===== config.mk =====
export PLATFORM = sky130hd
export DESIGN_NAME = ldm_stm_sequencer
export DESIGN_NICKNAME = d
export VERILOG_FILES = /design/src/rtl/ldm_stm_sequencer.sv
export SDC_FILE = /design/constraint.sdc
export NUM_CORES = 1
export LEC_CHECK = 0
export ABC_AREA = 1
export CAP_MARGIN = 20
export CORE_UTILIZATION = 45
export CTS_BUF_LIST = sky130_fd_sc_hd__clkbuf_8
export DETAILED_ROUTE_END_ITERATION = 8
export GPL_TIMING_DRIVEN = 0
export PLACE_DENSITY = 0.72
export SLEW_MARGIN = 20
export SYNTH_ARGS = -nofsm -noshare
export SYNTH_HDL_FRONTEND = slang
export SYNTH_SLANG_ARGS = --single-unit

===== constraint.sdc =====
create_clock -name clk -period 6.57 [get_ports clk]
set_input_delay 0.9855 -clock clk [delete_from_list [all_inputs] [get_ports clk]]
set_output_delay 0.9855 -clock clk [all_outputs]
set_load 0.1 [all_outputs]

===== src/rtl/ldm_stm_sequencer.sv =====
// LDM/STM multi-register transfer engine: walks reg_list, drives memory + regfile, then base writeback.
// Latency: SETUP 1 cycle, one beat per register at mem_ready, optional WB cycle, then a 1-cycle done pulse.
// Backpressure: mem_ready=0 stalls the current beat indefinitely with all outputs held; start is ignored while busy.
module ldm_stm_sequencer #(
  parameter int ADDR_W = 32,
  parameter int LIST_W = 16
) (
  input  logic                       clk,
  input  logic                       reset_n,
  input  logic                       start,
  input  logic                       is_load,
  input  logic                       up,
  input  logic                       pre,
  input  logic                       wback,
  input  logic [$clog2(LIST_W)-1:0]  base_reg,
  input  logic [ADDR_W-1:0]          base_addr,
  input  logic [LIST_W-1:0]          reg_list,
  output logic                       mem_req,
  output logic                       mem_we,
  output logic [ADDR_W-1:0]          mem_addr,
  output logic [ADDR_W-1:0]          mem_wdata,
  input  logic [ADDR_W-1:0]          mem_rdata,
  input  logic                       mem_ready,
  output logic [$clog2(LIST_W)-1:0]  reg_ra,
  input  logic [ADDR_W-1:0]          reg_rd,
  output logic [$clog2(LIST_W)-1:0]  reg_wa,
  output logic [ADDR_W-1:0]          reg_wd,
  output logic                       reg_we,
  output logic                       pc_we,
  output logic [ADDR_W-1:0]          pc_wd,
  output logic                       busy,
  output logic                       done
);

  localparam int IDX_W = $clog2(LIST_W);
  localparam int CNT_W = $clog2(LIST_W + 1);
  localparam logic [IDX_W-1:0] PC_IDX = IDX_W'(LIST_W - 1);

  localparam logic [2:0] S_IDLE  = 3'd0;
  localparam logic [2:0] S_SETUP = 3'd1;
  localparam logic [2:0] S_XFER  = 3'd2;
  localparam logic [2:0] S_WB    = 3'd3;
  localparam logic [2:0] S_DONE  = 3'd4;

  logic [2:0]        state;
  logic              is_load_q;
  logic              up_q;
  logic              pre_q;
  logic              wback_q;
  logic              wb_en_q;
  logic [IDX_W-1:0]  base_reg_q;
  logic [ADDR_W-1:0] base_q;
  logic [ADDR_W-1:0] addr_q;
  logic [ADDR_W-1:0] final_q;
  logic [LIST_W-1:0] list_q;
  logic [CNT_W-1:0]  cnt_q;

  logic [CNT_W-1:0]  n_set;
  logic [IDX_W-1:0]  cur;
  logic [ADDR_W-1:0] off4n;
  logic              xfer;
  logic              ld_beat;
  logic              pc_hit;
  logic              in_wb;

  always_comb begin
    n_set = '0;
    for (int i = 0; i < LIST_W; i++) n_set = n_set + CNT_W'(list_q[i]);
  end

  // Lowest set bit: ascending register order regardless of direction.
  always_comb begin
    cur = '0;
    for (int i = LIST_W - 1; i >= 0; i--) begin
      if (list_q[i]) cur = IDX_W'(i);
    end
  end

  assign off4n = ADDR_W'({n_set, 2'b00});

  always_ff @(posedge clk or negedge reset_n) begin
    if (!reset_n) begin
      state      <= S_IDLE;
      is_load_q  <= 1'b0;
      up_q       <= 1'b0;
      pre_q      <= 1'b0;
      wback_q    <= 1'b0;
      wb_en_q    <= 1'b0;
      base_reg_q <= '0;
      base_q     <= '0;
      addr_q     <= '0;
      final_q    <= '0;
      list_q     <= '0;
      cnt_q      <= '0;
    end else begin
      case (state)
        S_IDLE: begin
          if (start) begin
            is_load_q  <= is_load;
            up_q       <= up;
            pre_q      <= pre;
            wback_q    <= wback;
            base_reg_q <= base_reg;
            base_q     <= base_addr;
            list_q     <= reg_list;
            state      <= S_SETUP;
          end
        end
        S_SETUP: begin
          cnt_q <= n_set;
          case ({up_q, pre_q})
            2'b10:   addr_q <= base_q;
            2'b11:   addr_q <= base_q + ADDR_W'(4);
            2'b00:   addr_q <= base_q - off4n + ADDR_W'(4);
            default: addr_q <= base_q - off4n;
          endcase
          final_q <= up_q ? (base_q + off4n) : (base_q - off4n);
          // A loaded base wins over writeback, and r15 is never a writeback target.
          wb_en_q <= wback_q && (base_reg_q != PC_IDX) && !(is_load_q && list_q[base_reg_q]);
          state   <= (n_set == '0) ? S_DONE : S_XFER;
        end
        S_XFER: begin
          if (mem_ready) begin
            list_q[cur] <= 1'b0;
            addr_q      <= addr_q + ADDR_W'(4);
            cnt_q       <= cnt_q - CNT_W'(1);
            if (cnt_q == CNT_W'(1)) state <= wb_en_q ? S_WB : S_DONE;
          end
        end
        S_WB:    state <= S_DONE;
        S_DONE:  state <= S_IDLE;
        default: state <= S_IDLE;
      endcase
    end
  end

  assign xfer    = (state == S_XFER);
  assign in_wb   = (state == S_WB);
  assign ld_beat = xfer && mem_ready && is_load_q;
  assign pc_hit  = (cur == PC_IDX);

  assign mem_req   = xfer;
  assign mem_we    = xfer && !is_load_q;
  assign mem_addr  = xfer ? addr_q : '0;
  assign mem_wdata = mem_we ? reg_rd : '0;
  assign reg_ra    = xfer ? cur : '0;

  // The single write port is shared between load beats and base writeback.
  assign reg_we = (ld_beat && !pc_hit) || in_wb;
  assign reg_wa = in_wb ? base_reg_q : (reg_we ? cur : '0);
  assign reg_wd = in_wb ? final_q : (reg_we ? mem_rdata : '0);
  assign pc_we  = ld_beat && pc_hit;
  assign pc_wd  = pc_we ? mem_rdata : '0;

  assign busy = (state != S_IDLE);
  assign done = (state == S_DONE);

endmodule


==> impl_metrics.json <==
{
  "async_flop_share_pct": 100,
  "final-setup-viol-count": 0,
  "area.growth.synth_to_final_pct": 29.5,
  "fmax_mhz": 159,
  "wl_microns": 47700,
  "relSlewSlack_pct": 33.2,
  "clk_latency_ns": 0.49,
  "critPathArrivalTime_ns": 6.67,
  "first_pass_iters": 8,
  "synth-edff-count": 0,
  "grt_max_degree": 69,
  "drc": 17,
  "via_per_inst": 5.62,
  "maxCapViolations": 0,
  "worstMarginPinSlew_ns": 0.998,
  "io_pins": 266,
  "cts_buffers": 17,
  "place_inst": 2550,
  "die_w_microns": 166,
  "clk_pin_slew_ns": 0.10,
  "synth_seq_cells": 129,
  "grt_antenna_before_repair": 0,
  "start_util_pct": 46.1,
  "synth_top_cell_by_area": "dfrtp_1",
  "synth.most_common_cell": "nand2_1",
  "run_status": "finished with violations",
  "setup_tns_ns": 0,
  "hold_viol_final": 0,
  "fp-row-count": 59,
  "antenna_cells": 0,
  "drive_above_1_share_pct": 8.04,
  "grt_pass1_wl_microns": 73400,
  "crit_top_cell": "nand2_1",
  "n_fill_cell": 2645,
  "num_vias": 14500,
  "ys_types": 52,
  "synth_top_area_share_pct": 26.6,
  "synth-seq-area-share_pct": 26.6,
  "holdBufCountCts": 0,
  "h-tree-depth": 4,
  "cp_slowest_cell": "fa_1",
  "final_cells": 2587,
  "dp_hpwl_microns": 38100,
  "avgSynthCellArea_sq_um": 6.23,
  "synth_area_sq_um": 12100,
  "worstSetupEndpointType": "register",
  "post-route-min-period_ns": 6.30,
  "fin_nets": 2398,
  "fin_skew_ns": 0.0216,
  "port_buffers": 265,
  "overflow": 0,
  "final_util_pct": 59.7,
  "cp.required_ns": 6.94,
  "root_buffer": "clkbuf_8",
  "globalplace.congestion": 0.981,
  "crit_type": "register to register",
  "reg2reg_slack_ns": 0.27,
  "synthTopCellsByArea": "dfrtp_1, nand2_1, nor2_1",
  "critPathLaunchType": "register",
  "clockBufferDepth": 2,
  "syn_inst": 1948,
  "hp-class": "input pin to asynchronous set/reset pin",
  "die_h_microns": 166,
  "critPathMaxFanout": 8,
  "track_usage_pct": 34.1,
  "cts_sinks": 129,
  "synth_common_cells": "nand2_1, nor2_1, inv_1",
  "min_period_over_period_pct": 95.8,
  "grt_pass1_vias": 13600,
  "syn_nets": 2107,
  "core-area_sq_um": 26300,
  "ff2ff_path_depth": 36,
  "hold_slack_ns": 0.433,
  "tritoncts": "yes",
  "yosysWarnings": 0,
  "die-area_sq_um": 27600,
  "critPathMaxStageDelay_ns": 0.55,
  "synthFlopType": "dfrtp_1",
  "drv_slew": 0,
  "drtIter0Drc": 1290,
  "wire_per_inst_microns": 18.4,
  "violations": "DRC",
  "final_antenna_net_count": 0
}
[registers in the layout, summed over array words and instances, names as in the netlist]
name	cells
wb_en_q	1
up_q	1
pre_q	1
is_load_q	1
state	3
base_q	32
addr_q	32
final_q	32
base_reg_q	4
list_q	16
wback_q	1
cnt_q	5
[placed cells by master, fill, tap and decap left out, types with 8 or more instances in the layout]
cell,netlist,final
a21oi_1,132,131
a22oi_1,9,9
a31oi_1,42,42
and2_1,9,9
buf_1,8,8
buf_2,11,11
buf_4,4,10
clkbuf_1,65,65
clkbuf_8,0,18
clkdlybuf4s50_1,0,264
dfrtp_1,129,126
fa_1,12,12
ha_1,23,21
inv_1,275,272
inv_2,8,11
nand2_1,366,362
nand2_2,22,25
nand2_4,7,8
nand3_1,170,169
nand3_2,11,12
nand4_1,27,27
nor2_1,312,309
nor2_2,21,24
nor2_4,9,9
nor3_1,30,30
nor4_1,10,10
o211ai_1,17,17
o21ai_0,112,111
o21ai_1,9,10
o22ai_1,22,22
xor2_1,23,22
[final cells by class]
| type | count | area (sq um) | area share [%] |
|---|---|---|---|
| Multi-Input combinational cell | 1436 | 7450 | 47.4 |
| Sequential cell | 129 | 3230 | 20.6 |
| Timing Repair Buffer | 272 | 2730 | 17.4 |
| Inverter | 290 | 1090 | 6.97 |
| Tap cell | 335 | 419 | 2.67 |
| Buffer | 93 | 413 | 2.63 |
| Clock buffer | 18 | 248 | 1.58 |
| Clock inverter | 14 | 119 | 0.757 |
[stage by stage]
step,cell area [sq um],setup slack [ns]
finish,15700,0.275
global placement,15200,-0.937
floorplan,12100,1.13
CTS,15600,0.0268
global route,15700,-0.0496
detailed placement,15200,0.0573
[path summary, 6_finish.rpt]
kind                            startpoint             to
worst min register to register  addr_q[31]     addr_q[31]
worst max-delay path            list_q[11]     addr_q[31]
min in group clk                addr_q[31]     addr_q[31]
worst min-delay path               reset_n  base_reg_q[0]
max in group asynchronous          reset_n     addr_q[12]
worst max register to register  list_q[11]     addr_q[31]
[what timing repair did]
action / CTS / global route
buffers inserted: 0 / 5
endpoints found under the hold margin: 0 / 0
endpoints found under the setup margin: 0 / 27
resized for setup: 0 / 22
[worst max-delay path: cells and delay by family, from the launching register on]
kind            cells  cell delay [ns]
compound gates      2             0.56
flops               1             0.48
simple gates       18             1.64
fa+ha+maj           7             2.81
buf+inv             9             0.70
[kinds of logic (layout without fill, tap and decap cells)]
| group | Yosys count | in the layout | synth area share, % |
|---|---|---|---|
| mux | 6 | 6 | 0.557 |
| simple gates | 1011 | 1011 | 37.7 |
| fa+ha+maj | 35 | 35 | 4.35 |
| buf+inv | 383 | 687 | 12.4 |
| flops | 129 | 129 | 26.6 |
| compound gates | 360 | 360 | 16.6 |
| xor+xnor | 24 | 24 | 1.73 |
[layer usage]
layer / vias up / track usage (%) / routed length, microns
li1: 6907 / - / -
met1: 6817 / 43.1 / 19400
met2: 664 / 56.4 / 22500
met3: 146 / 4.81 / 3460
met4: 0 / 18.1 / 2360
met5: - / 0 / 0
Power is not shown: default switching activity piles up to over one toggle a cycle in this logic, so the estimate is an artifact.
